`src/rtl/mem_loader_if.sv`:
```
// mem_loader_if: groups the host stream, memory bus and status signals of mem_loader.
//   Host input stream : in_valid, in_ready, in_data
//   Host dump stream  : out_valid, out_ready, out_data, out_last
//   Memory bus        : addr_ext, Data_in_ins, Data_in_dram, iram_write_ext,
//                       dram_write_ext, read_en_ext, dram_in
//   Mode / status     : start, start_2, start_3, start_4, busy, done
// master = the loader, slave = host plus memories.
interface mem_loader_if #(
  parameter int ADDR_W = 9,
  parameter int DATA_W = 16
);
  logic              in_valid;
  logic              in_ready;
  logic [DATA_W-1:0] in_data;
  logic              out_valid;
  logic              out_ready;
  logic [DATA_W-1:0] out_data;
  logic              out_last;
  logic [ADDR_W-1:0] addr_ext;
  logic [DATA_W-1:0] Data_in_ins;
  logic [DATA_W-1:0] Data_in_dram;
  logic              iram_write_ext;
  logic              dram_write_ext;
  logic              read_en_ext;
  logic [DATA_W-1:0] dram_in;
  logic              start;
  logic              start_2;
  logic              start_3;
  logic              start_4;
  logic              busy;
  logic              done;

  modport master (
    input  in_valid, in_data, out_ready, dram_in,
    output in_ready, out_valid, out_data, out_last, addr_ext, Data_in_ins,
           Data_in_dram, iram_write_ext, dram_write_ext, read_en_ext,
           start, start_2, start_3, start_4, busy, done
  );

  modport slave (
    output in_valid, in_data, out_ready, dram_in,
    input  in_ready, out_valid, out_data, out_last, addr_ext, Data_in_ins,
           Data_in_dram, iram_write_ext, dram_write_ext, read_en_ext,
           start, start_2, start_3, start_4, busy, done
  );
endinterface

```
`src/rtl/mem_loader.sv`:
```
// mem_loader: takes a 4-word header {iram_cnt, dram_cnt, final_start, final_end}
// from the host stream, writes iram_cnt words to IRAM and dram_cnt words to DRAM
// (addresses from 1), runs the processor for RUN_CYCLES clocks, then streams DRAM
// words final_start..final_end-1 back to the host.
// Ports:
//   clock   : rising-edge clock
//   reset_n : synchronous active-low reset
//   bus     : mem_loader_if master modport (host streams, memory bus, mode bits)
module mem_loader #(
  parameter int ADDR_W     = 9,
  parameter int DATA_W     = 16,
  parameter int RUN_CYCLES = 120000,
  parameter int RD_LAT     = 2
) (
  input logic         clock,
  input logic         reset_n,
  mem_loader_if.master bus
);

  localparam int RUN_W = $clog2(RUN_CYCLES + 1);

  // Sub-phase inside a state. PH_GAP is an entry cycle with every mode bit low,
  // which keeps consecutive mode bits separated by an idle cycle.
  localparam logic [1:0] PH_ACC  = 2'd0;
  localparam logic [1:0] PH_STB  = 2'd1;
  localparam logic [1:0] PH_HOLD = 2'd2;
  localparam logic [1:0] PH_GAP  = 2'd3;

  typedef enum logic [2:0] {IDLE, HDR, LD_I, LD_D, RUN, DMP_RD, DMP_OUT, FIN} state_t;

  state_t            state_q, state_d;
  logic [1:0]        ph_q, ph_d;
  logic [ADDR_W-1:0] cnt_q, cnt_d;
  logic [ADDR_W-1:0] icnt_q, icnt_d;
  logic [ADDR_W-1:0] dcnt_q, dcnt_d;
  logic [ADDR_W-1:0] fst_q, fst_d;
  logic [ADDR_W-1:0] fend_q, fend_d;
  logic [ADDR_W-1:0] addr_q, addr_d;
  logic [RUN_W-1:0]  run_q, run_d;
  logic [DATA_W-1:0] dins_q, dins_d;
  logic [DATA_W-1:0] ddram_q, ddram_d;
  logic [DATA_W-1:0] odata_q, odata_d;

  logic [ADDR_W-1:0] word_a;
  logic              ld_i;
  logic [ADDR_W-1:0] ld_lim;
  logic              is_last;

  assign word_a  = bus.in_data[ADDR_W-1:0];
  assign ld_i    = (state_q == LD_I);
  assign ld_lim  = ld_i ? icnt_q : dcnt_q;
  assign is_last = (addr_q == fend_q - ADDR_W'(1));

  assign bus.addr_ext     = addr_q;
  assign bus.Data_in_ins  = dins_q;
  assign bus.Data_in_dram = ddram_q;
  assign bus.out_data     = odata_q;
  assign bus.busy         = (state_q != IDLE);

  always_ff @(posedge clock) begin
    if (!reset_n) begin
      state_q <= IDLE;
      ph_q    <= PH_ACC;
      cnt_q   <= '0;
      icnt_q  <= '0;
      dcnt_q  <= '0;
      fst_q   <= '0;
      fend_q  <= '0;
      addr_q  <= '0;
      run_q   <= '0;
      dins_q  <= '0;
      ddram_q <= '0;
      odata_q <= '0;
    end else begin
      state_q <= state_d;
      ph_q    <= ph_d;
      cnt_q   <= cnt_d;
      icnt_q  <= icnt_d;
      dcnt_q  <= dcnt_d;
      fst_q   <= fst_d;
      fend_q  <= fend_d;
      addr_q  <= addr_d;
      run_q   <= run_d;
      dins_q  <= dins_d;
      ddram_q <= ddram_d;
      odata_q <= odata_d;
    end
  end

  always_comb begin
    state_d = state_q;
    ph_d    = ph_q;
    cnt_d   = cnt_q;
    icnt_d  = icnt_q;
    dcnt_d  = dcnt_q;
    fst_d   = fst_q;
    fend_d  = fend_q;
    addr_d  = addr_q;
    run_d   = run_q;
    dins_d  = dins_q;
    ddram_d = ddram_q;
    odata_d = odata_q;

    bus.in_ready       = 1'b0;
    bus.iram_write_ext = 1'b0;
    bus.dram_write_ext = 1'b0;
    bus.read_en_ext    = 1'b0;
    bus.start          = 1'b0;
    bus.start_2        = 1'b0;
    bus.start_3        = 1'b0;
    bus.start_4        = 1'b0;
    bus.out_valid      = 1'b0;
    bus.out_last       = 1'b0;
    bus.done           = 1'b0;

    case (state_q)
      IDLE: begin
        bus.in_ready = 1'b1;
        if (bus.in_valid) begin
          icnt_d  = word_a;
          cnt_d   = '0;
          state_d = HDR;
        end
      end

      // cnt_q indexes the remaining header words: dram_cnt, final_start, final_end
      HDR: begin
        bus.in_ready = 1'b1;
        if (bus.in_valid) begin
          cnt_d = cnt_q + ADDR_W'(1);
          if (cnt_q == ADDR_W'(0)) begin
            dcnt_d = word_a;
          end else if (cnt_q == ADDR_W'(1)) begin
            fst_d = word_a;
          end else begin
            fend_d  = word_a;
            cnt_d   = '0;
            ph_d    = PH_GAP;
            state_d = (icnt_q != '0) ? LD_I : ((dcnt_q != '0) ? LD_D : RUN);
          end
        end
      end

      // Accept -> strobe -> hold, addresses 1..count; cnt_q counts accepted words
      LD_I, LD_D: begin
        if (ph_q != PH_GAP) begin
          bus.start_2 = ld_i;
          bus.start_3 = !ld_i;
        end
        case (ph_q)
          PH_GAP: ph_d = PH_ACC;
          PH_ACC: begin
            bus.in_ready = 1'b1;
            if (bus.in_valid) begin
              cnt_d  = cnt_q + ADDR_W'(1);
              addr_d = cnt_q + ADDR_W'(1);
              if (ld_i) dins_d = bus.in_data;
              else      ddram_d = bus.in_data;
              ph_d = PH_STB;
            end
          end
          PH_STB: begin
            bus.iram_write_ext = ld_i;
            bus.dram_write_ext = !ld_i;
            ph_d = PH_HOLD;
          end
          default: begin
            if (cnt_q == ld_lim) begin
              cnt_d   = '0;
              ph_d    = PH_GAP;
              state_d = (ld_i && dcnt_q != '0) ? LD_D : RUN;
            end else begin
              ph_d = PH_ACC;
            end
          end
        endcase
      end

      RUN: begin
        if (ph_q == PH_GAP) begin
          ph_d  = PH_ACC;
          run_d = '0;
        end else begin
          bus.start = 1'b1;
          run_d     = run_q + RUN_W'(1);
          if (run_q == RUN_W'(RUN_CYCLES - 1)) begin
            run_d  = '0;
            cnt_d  = '0;
            addr_d = fst_q;
            ph_d   = PH_GAP;
            state_d = (fend_q <= fst_q) ? FIN : DMP_RD;
          end
        end
      end

      // read_en_ext stays high until dram_in is sampled RD_LAT cycles after it rose
      DMP_RD: begin
        if (ph_q == PH_GAP) begin
          ph_d = PH_ACC;
        end else begin
          bus.start_4     = 1'b1;
          bus.read_en_ext = 1'b1;
          cnt_d           = cnt_q + ADDR_W'(1);
          if (cnt_q == ADDR_W'(RD_LAT)) begin
            odata_d = bus.dram_in;
            cnt_d   = '0;
            state_d = DMP_OUT;
          end
        end
      end

      DMP_OUT: begin
        bus.start_4   = 1'b1;
        bus.out_valid = 1'b1;
        bus.out_last  = is_last;
        if (bus.out_ready) begin
          if (is_last) begin
            state_d = FIN;
          end else begin
            addr_d  = addr_q + ADDR_W'(1);
            ph_d    = PH_ACC;
            state_d = DMP_RD;
          end
        end
      end

      FIN: begin
        bus.done = 1'b1;
        ph_d     = PH_ACC;
        state_d  = IDLE;
      end

      default: state_d = IDLE;
    endcase
  end

endmodule

```
`src/flat_wrapper.sv`:
```
// flat-port wrapper written by rule: the top's interface ports become plain ports
module mem_loader_flat 
#(
  parameter int ADDR_W     = 9,
  parameter int DATA_W     = 16,
  parameter int RUN_CYCLES = 120000,
  parameter int RD_LAT     = 2
)
  (clock, reset_n, bus_in_valid, bus_in_data, bus_out_ready, bus_dram_in, bus_in_ready, bus_out_valid, bus_out_data, bus_out_last, bus_addr_ext, bus_Data_in_ins, bus_Data_in_dram, bus_iram_write_ext, bus_dram_write_ext, bus_read_en_ext, bus_start, bus_start_2, bus_start_3, bus_start_4, bus_busy, bus_done);
  mem_loader_if #(.ADDR_W(ADDR_W), .DATA_W(DATA_W)) bus_i ();
  input logic clock;
  input logic reset_n;
  input wire logic [$bits(bus_i.in_valid)-1:0] bus_in_valid;
  input wire logic [$bits(bus_i.in_data)-1:0] bus_in_data;
  input wire logic [$bits(bus_i.out_ready)-1:0] bus_out_ready;
  input wire logic [$bits(bus_i.dram_in)-1:0] bus_dram_in;
  output wire logic [$bits(bus_i.in_ready)-1:0] bus_in_ready;
  output wire logic [$bits(bus_i.out_valid)-1:0] bus_out_valid;
  output wire logic [$bits(bus_i.out_data)-1:0] bus_out_data;
  output wire logic [$bits(bus_i.out_last)-1:0] bus_out_last;
  output wire logic [$bits(bus_i.addr_ext)-1:0] bus_addr_ext;
  output wire logic [$bits(bus_i.Data_in_ins)-1:0] bus_Data_in_ins;
  output wire logic [$bits(bus_i.Data_in_dram)-1:0] bus_Data_in_dram;
  output wire logic [$bits(bus_i.iram_write_ext)-1:0] bus_iram_write_ext;
  output wire logic [$bits(bus_i.dram_write_ext)-1:0] bus_dram_write_ext;
  output wire logic [$bits(bus_i.read_en_ext)-1:0] bus_read_en_ext;
  output wire logic [$bits(bus_i.start)-1:0] bus_start;
  output wire logic [$bits(bus_i.start_2)-1:0] bus_start_2;
  output wire logic [$bits(bus_i.start_3)-1:0] bus_start_3;
  output wire logic [$bits(bus_i.start_4)-1:0] bus_start_4;
  output wire logic [$bits(bus_i.busy)-1:0] bus_busy;
  output wire logic [$bits(bus_i.done)-1:0] bus_done;
  assign bus_i.in_valid = bus_in_valid;
  assign bus_i.in_data = bus_in_data;
  assign bus_i.out_ready = bus_out_ready;
  assign bus_i.dram_in = bus_dram_in;
  assign bus_in_ready = bus_i.in_ready;
  assign bus_out_valid = bus_i.out_valid;
  assign bus_out_data = bus_i.out_data;
  assign bus_out_last = bus_i.out_last;
  assign bus_addr_ext = bus_i.addr_ext;
  assign bus_Data_in_ins = bus_i.Data_in_ins;
  assign bus_Data_in_dram = bus_i.Data_in_dram;
  assign bus_iram_write_ext = bus_i.iram_write_ext;
  assign bus_dram_write_ext = bus_i.dram_write_ext;
  assign bus_read_en_ext = bus_i.read_en_ext;
  assign bus_start = bus_i.start;
  assign bus_start_2 = bus_i.start_2;
  assign bus_start_3 = bus_i.start_3;
  assign bus_start_4 = bus_i.start_4;
  assign bus_busy = bus_i.busy;
  assign bus_done = bus_i.done;
  mem_loader #(.ADDR_W(ADDR_W), .DATA_W(DATA_W), .RUN_CYCLES(RUN_CYCLES), .RD_LAT(RD_LAT)) u_core (.clock(clock), .reset_n(reset_n), .bus(bus_i));
endmodule
```
`config.mk`:
```
export PLATFORM = sky130hd
export DESIGN_NAME = mem_loader_flat
export DESIGN_NICKNAME = d
export VERILOG_FILES = /design/src/rtl/mem_loader_if.sv /design/src/rtl/mem_loader.sv /design/src/flat_wrapper.sv
export SDC_FILE = /design/constraint.sdc
export NUM_CORES = 1
export LEC_CHECK = 0
export CAP_MARGIN = 20
export CELL_PAD_IN_SITES_DETAIL_PLACEMENT = 1
export CELL_PAD_IN_SITES_GLOBAL_PLACEMENT = 1
export CORE_MARGIN = 8
export CORE_UTILIZATION = 37
export CTS_BUF_LIST = sky130_fd_sc_hd__clkbuf_4 sky130_fd_sc_hd__clkbuf_8
export CTS_CLUSTER_DIAMETER = 50
export DETAILED_ROUTE_END_ITERATION = 6
export HOLD_SLACK_MARGIN = 0.15
export PLACE_DENSITY_LB_ADDON = 0.1
export SLEW_MARGIN = 5
export SYNTH_ARGS = -nofsm -noshare
export SYNTH_HDL_FRONTEND = slang
export SYNTH_SLANG_ARGS = --single-unit
export TNS_END_PERCENT = 10
```
`constraint.sdc`:
```
create_clock -name clock -period 2.1 [get_ports clock]
set_input_delay 0.42 -clock clock [delete_from_list [all_inputs] [get_ports clock]]
set_output_delay 0.42 -clock clock [all_outputs]
set_load 0.02 [all_outputs]
```
* Word level (Yosys, flattened, before mapping)
Cells that the tools add are included.
Storage, ports and cells: output and inout port bits 69, word-level logic and storage cells 148, input bits 36, register bits after elaboration 124
Cells by class: bitwise gates (word level) 4, reductions and logical operators 26, eq/ne operators 34, $lt $le $gt $ge 1, mux-type cells 67, $add $sub $neg 4
Operators with widths (number):
- $mux W9 | 16
- $pmux W9 S5 | 1
- $mux W3 | 14
- $mux W17 | 2
- $pmux W9 S3 | 1
- $mux W2 | 12
- $ne A2 B2 Y1 const B | 12
- $pmux W3 S7 | 1
- $add A9 B1 Y9 const B | 2
- $eq A9 B9 Y1 | 2
- $pmux W9 S2 | 1
- $reduce_and A9 Y1 | 2
- $reduce_bool A9 Y1 | 2
- $add A17 B1 Y17 const B | 1
- $eq A17 B17 Y1 const B | 1
- $reduce_and A4 Y1 | 4
- $mux W1 | 15
- $eq A3 B3 Y1 const B | 4
- $pmux W2 S6 | 1
- $reduce_and A11 Y1 | 1
- $ne A2 B1 Y1 const B | 5
- $eq A9 B1 Y1 const B | 1
- $eq A9 B2 Y1 const B | 1
- $le A9 B9 Y1 | 1
- 23 further kinds | 33

* Depth between registers and ports, before layout
Gate-level depths: netlist of run 1.
word-level depth 7, depth in mapped cells 11, mapped depth without buffers 9

* Least setup slack after synthesis of run 1
No wires, ideal clock.
path kind register to register, start register u_core.state_q[2], end register u_core.addr_q[5], in the netlist u_core.bus.addr_ext[5], path buffers 3, data arrival time 2291 ps, cell stages (with the launch flop) 11, setup time 131 ps, period minus slack after synthesis 2422 ps, slack -322 ps, data required time 1969 ps, cells stage by stage dfxtp_1 clkbuf_1 nand2b_1 nor2_1 nand4_1 a2111o_1 o21ba_2 clkbuf_1 clkbuf_1 o2111ai_1 o21ai_0
On the way: cells in the longest elaborated chain, start to end 4, elaborated cells on any way between the ends 14, those cells by class eq/ne (10); mux (1); reduce/logical (3)
Ends and longest elaborated chain:
- start, declared | RTL line mem_loader.sv:31 | state_t state_q, state_d;
- start signal, assigned | RTL line mem_loader.sv:75 | state_q <= state_d;
- $eq A3 B2 Y1 | RTL line mem_loader.sv:116 | case (state_q)
- $reduce_or A2 Y1 | RTL line mem_loader.sv:116
- $ne A2 B1 Y1 (no source line), or another cell as far along
- $reduce_and A7 Y1 (no source line)
- end signal, assigned | RTL line mem_loader.sv:82 | addr_q <= addr_d;
- end, declared | RTL line mem_loader.sv:38 | logic [ADDR_W-1:0] addr_q, addr_d;
Several ways; a longest one is shown, not always the timed one. A chain may end at the register's enable or synchronous reset.

* Final worst setup path of run 1
start register u_core.fend_q[0], end output bus_out_last
On the way: cells in the longest elaborated chain, start to end 3
Ends and longest elaborated chain:
- start, declared | RTL line mem_loader.sv:37 | logic [ADDR_W-1:0] fend_q, fend_d;
- start signal, assigned | RTL line mem_loader.sv:81 | fend_q <= fend_d;
- $sub A9 B1 Y9 | RTL line mem_loader.sv:52 | assign is_last = (addr_q == fend_q - ADDR_W'(1));
- $eq A9 B9 Y1 | RTL line mem_loader.sv:52
- $mux W1 | RTL line mem_loader.sv:116
- end, declared | RTL line flat_wrapper.sv:20 | output wire logic [$bits(bus_i.out_last)-1:0] bus_out_last;
No other way between the ends.

==> impl_metrics.ini, run 1 <==
[run_status]
status = finished with violations
violations = setup timing

[layout]
utilization_pct = 55.4
synthToLayoutAreaGrowth_pct = 47.4
final_cell_mix = nand2_1, dfxtp_1, buf_4
final_nets = 1097
num_antenna_cells = 0
drive_gt1_share_pct = 24.4
final_common_cell = nand2_1
fillerInstances = 2076

[detailed_routing]
viasPerCell = 5.43
vias = 6971
wire_per_inst_um = 19.6
drc = 0
drt_wl_total_um = 25200
firstDrtPassIters = 4
drt_iter0_drc = 322
antenna_left = 0

[synth]
netlist_instances = 846
synth_compound_area_share_pct = 20.8
syn_area_per_cell_um2 = 7.63
yosys-mux-area-fraction_pct = 4.03
synth_top_family_by_area = simple AND/OR/NAND/NOR gates
synth-seq-area-share_pct = 38.4
synth_simple_gate_area_share_pct = 25.2
ys_ff_latch = 124
synth.distinct_cells = 64
synth_fa_ha_area_share_pct = 3.10
synthArstFlopShare_pct = 0
yosys_warnings = 0
netlist_area_um2 = 6460
synth_xor_area_share_pct = 3.53
synth_edf_count = 0
ys.flop_type = dfxtp_1
synth_fp_nets = 898

[critical_path]
arrival_ps = 2170
worstSetupPathType = reg -> out
path_max_fanout = 3
cp-end-kind = output port
crit_required_ps = 1680
cp-start-kind = register

[grt]
overflow = 0
first_global_vias = 7540
antenna_found_initial = 0
grt_pass1_wl_um = 40100
grtUsageTotal_pct = 22.8
grt_start_max_net_pins = 62

[timing]
slew_headroom_pct = 61.5
hold_viol_final = 0
rsz0062_at_grt = true
fin_skew_ps = 13.7
finalCritPeriodShare_pct = 123
layout_setup_ws_ps = -490
finalMaxSlewViolations = 0
tightest_slew_ps = 568
finalSetupViolCount = 28
fin_crit_ps = 2590
max_freq_ghz = 0.386

[floorplanning]
ios = 105
die_x_um = 148
row_count = 48
initial_core_util_pct = 37.6
die-area_um2 = 21900
die_height_um = 148
core_um2 = 17200

[placement]
gp_congestion = 0.916
io_buffers = 104
dp.final_hpwl_um = 18900
place_worst_setup_slack_ps = -598

[clocking]
ctsHtreeMaxLevel = 4
clk_pin_slew_ps = 90
hold_buffers = 0
clock-sinks = 124
cts_buffers = 17
insertion_delay_ps = 460
clockBufferDepth = 2
cts_root_buf = clkbuf_8
cts_tree = done

[power]
p_leak_uw = 0.00360
power.density_nw_per_um2 = 889
vdd.ir_drop.worst_uv = 440

[job]
maxCapViolations = 0

[min_path]
min_path_type = reg -> reg
-- flip-flops by register name, summed over array words and instances (netlist names), 16 cells and up --
register,cells
u_core.bus.Data_in_dram,16
u_core.bus.Data_in_ins,16
u_core.bus.out_data,16
u_core.run_q,17
-- final timing paths --
| kind | slack [ps] | cells past startpoint | start | endpoint |
|---|---|---|---|---|
| max | -490 | 7 | u_core.fend_q[0] | bus_out_last |
| min | 460 | 2 | u_core.bus.Data_in_dram[15] | u_core.bus.Data_in_dram[15] |
| max reg2reg | -330 | 9 | u_core.state_q[0] | u_core.ph_q[0] |
| min reg2reg | 460 | 2 | u_core.bus.Data_in_dram[15] | u_core.bus.Data_in_dram[15] |
-- cell usage after synthesis, types with 4 or more instances --
library cell	instances	area, um^2
a21oi_1	101	505
nor4b_1	4	35.0
nand2_1	188	706
nand3_1	23	115
clkbuf_1	50	188
xnor2_1	14	123
o211ai_1	8	60.1
and2_1	4	25.0
buf_2	4	20.0
nor3_1	10	50.1
mux2i_1	26	260
a211o_1	4	35.0
dfxtp_1	124	2480
o31ai_1	4	30.0
a31oi_1	6	37.5
o21ai_0	32	160
xor2_1	12	105
a211oi_1	7	52.6
or2_2	4	25.0
ha_1	16	200
or3_1	4	25.0
a311oi_1	7	61.3
nand2b_1	7	43.8
nor2_1	74	278
nand4_1	8	50.1
and3_1	15	93.8
nor4_1	5	31.3
inv_1	25	93.8
o22ai_1	6	37.5
-- metal layers --
metal | vias up | share of wire [%] | global-route usage, %
li1 | 3359 | - | -
met5 | - | 0 | 0
met4 | 0 | 2.6 | 8.06
met3 | 42 | 3.6 | 5.10
met1 | 3452 | 43 | 26.6
met2 | 118 | 51 | 40.4
-- cell families (layout without fill, tap and decap cells) --
group / count (synthesis) / after routing
AND/OR/NAND/NOR: 362 / 362
XOR/XNOR: 26 / 26
AO/OA/AOI/OAI: 212 / 212
adder cells (fa/ha/maj): 16 / 16
flip-flops: 124 / 124
buffers and inverters: 80 / 292
multiplexers: 26 / 26
-- per-stage QoR --
| step | instance area (um^2) | instances | total power [uW] | setup TNS, ps | hold WS [ps] |
|---|---|---|---|---|---|
| 4_1_cts | 9210 | 1279 | 8210 | -5900 | 459 |
| 3_3_place_gp | 8610 | 1243 | 5620 | -6190 | 438 |
| 2_1_floorplan | 6490 | 846 | 4290 | -1050 | 444 |
| 3_5_place_dp | 8610 | 1243 | 5720 | -9250 | 448 |
| 6_report | 9520 | 1283 | 8460 | -5840 | 458 |
| 5_1_grt | 9520 | 1283 | 8890 | -8360 | 474 |
-- worst max-delay path: stages (launching register included) --
cell and delay [ps]:
dfxtp_2 340, buf_4 150, nor3_4 170, xnor2_1 160, nand4_1 170, a2111o_1 450
nor2_4 140, buf_6 130
-- what timing repair did --
| item | 4_1_cts | 5_1_grt |
|---|---|---|
| pin swaps | 8 | 24 |
| gates resized for setup | 103 | 67 |
| buffers inserted | 4 | 3 |
| setup endpoints to repair | 49 | 77 |
| cloned | 0 | 1 |
-- report_power, final --
part / switching, uW / total, uW / internal (uW)
Sequential: 168 / 2700 / 2530
Combinational: 1930 / 3420 / 1500
Clock: 1130 / 2340 / 1220
Total: 3220 / 8460 / 5240
-- cell type report --
class                           count  area [um^2]  share of cell area (%)
Multi-Input combinational cell    642         3990                    41.9
Sequential cell                   124         2490                    26.2
Timing Repair Buffer              235         2230                    23.4
Tap cell                          225          282                    2.96
Clock buffer                       17          234                    2.46
Clock inverter                     15          199                    2.09
Inverter                           25         97.6                    1.02
No activity file was read; power rests on OpenSTA's default activity.
==> run 2, diff against run 1 <==
- CAP_MARGIN: 20 -> unset
- HOLD_SLACK_MARGIN: 0.15 -> unset
- SETUP_SLACK_MARGIN: unset -> 0.1
==> impl_metrics.ini, run 2 (synthesis gave the netlist of run 1 again) <==
[run_status]
status = finished with violations
violations = setup timing

[clocking]
clk_pin_slew_ps = 80
hold_buffers = 0
insertion_delay_ps = 440
cts_buffers = 17
cts_root_buf = clkbuf_8
cts_tree = done
clock-sinks = 124
clockBufferDepth = 2
ctsHtreeMaxLevel = 4

[timing]
setup_tns_ps = -6210
fin_crit_ps = 2500
rsz0062_at_grt = true
slew_headroom_pct = 61.3
hold_viol_final = 0
fin_skew_ps = 11.7
finalMaxSlewViolations = 0
finalSetupViolCount = 29
layout_setup_ws_ps = -398
tightest_slew_ps = 573
finalCritPeriodShare_pct = 119
max_freq_ghz = 0.400

[layout]
num_antenna_cells = 0
fillerInstances = 2057
utilization_pct = 56.2
synthToLayoutAreaGrowth_pct = 49.4
regMostFlops = u_core.run_q
largest_reg_flops = 17
final_common_cell = nand2_1
final_nets = 1113
drive_gt1_share_pct = 26.2
final_cell_mix = nand2_1, buf_4, dfxtp_1
fin_cells = 1299

[power]
vdd.ir_drop.worst_uv = 409
power.density_nw_per_um2 = 883
p_leak_uw = 0.00368

[critical_path]
startpoint = u_core.fend_q[3]
crit_required_ps = 1680
cp-end-kind = output port
cp-start-kind = register
rr_startpoint = u_core.state_q[1]
worstSetupPathType = reg -> out
path_max_fanout = 3
arrival_ps = 2080
reg2reg_setup_slack_ps = -380

[grt]
grtUsageTotal_pct = 23.1
grt_pass1_wl_um = 40400
antenna_found_initial = 0
grt_start_max_net_pins = 74
overflow = 0
first_global_vias = 7632

[floorplanning]
core_um2 = 17200
die-area_um2 = 21900
die_height_um = 148
row_count = 48
initial_core_util_pct = 37.6
ios = 105
die_x_um = 148

[detailed_routing]
wire_per_inst_um = 20.1
drc = 0
vias = 7173
firstDrtPassIters = 5
drt_wl_total_um = 26100
viasPerCell = 5.52
drt_iter0_drc = 265
antenna_left = 0

[placement]
place_worst_setup_slack_ps = -501
dp_cells = 1246
dp.final_hpwl_um = 19000
io_buffers = 104
gp_congestion = 0.883

[job]
maxCapViolations = 0

[min_path]
min_path_type = reg -> reg
min_from = u_core.bus.out_data[4]
## run 2: changes by cell type in the layout (fill, tap and decap cells not counted), moves of 6 or more
cell,delta
dlygate4sd2_1,+8
clkdlybuf4s50_1,-6
buf_6,+6
buf_4,+11
## run 2: worst max-delay path, cell delays in order (launching register included)
cell and delay, ps:
dfxtp_2 340, nor3_4 220, nand3b_1 150, o21ba_2 250
a2111o_1 420, nor2_2 140, buf_6 140
## run 2: final cells by class
type | instances | area [um^2] | area share [%]
Clock buffer | 17 | 234 | 2.43
Clock inverter | 15 | 170 | 1.76
Inverter | 25 | 103 | 1.06
Multi-Input combinational cell | 642 | 4020 | 41.7
Sequential cell | 124 | 2500 | 25.9
Tap cell | 225 | 282 | 2.92
Timing Repair Buffer | 251 | 2340 | 24.3
## run 2: final timing paths
kind,end,depth (start not counted)
setup reg to reg,u_core.state_q[2],10
setup / recovery,bus_out_last,6
hold reg to reg,u_core.bus.out_data[4],2
hold / removal,u_core.bus.out_data[4],2
## run 2: metrics by stage
stage / hold WS, ps / instance area (um^2) / power (uW)
2_1_floorplan: 444 / 6530 / 4310
3_3_place_gp: 438 / 8660 / 5600
3_5_place_dp: 446 / 8660 / 5700
4_1_cts: 459 / 9430 / 8300
5_1_grt: 469 / 9650 / 8920
6_report: 459 / 9650 / 8520
## run 2: repair_timing
action	in CTS	in global routing
buffers inserted	16	2
cloned	2	1
setup endpoints to repair	85	77
pin swaps	10	25
gates resized for setup	139	53
endpoints found under the hold margin	0	0
## run 2: layer usage
layer	wire [um]	GRT usage, %	vias to the layer above
li1	-	-	3401
met2	13400	40.9	207
met1	10400	25.6	3498
met3	1230	4.95	67
met4	1050	11.7	0
met5	0	0	-
## run 2: where the power goes
part           switching, uW  internal, uW
clock network           1190          1010
registers                175          2530
logic                   2010          1600
total                   3380          5140
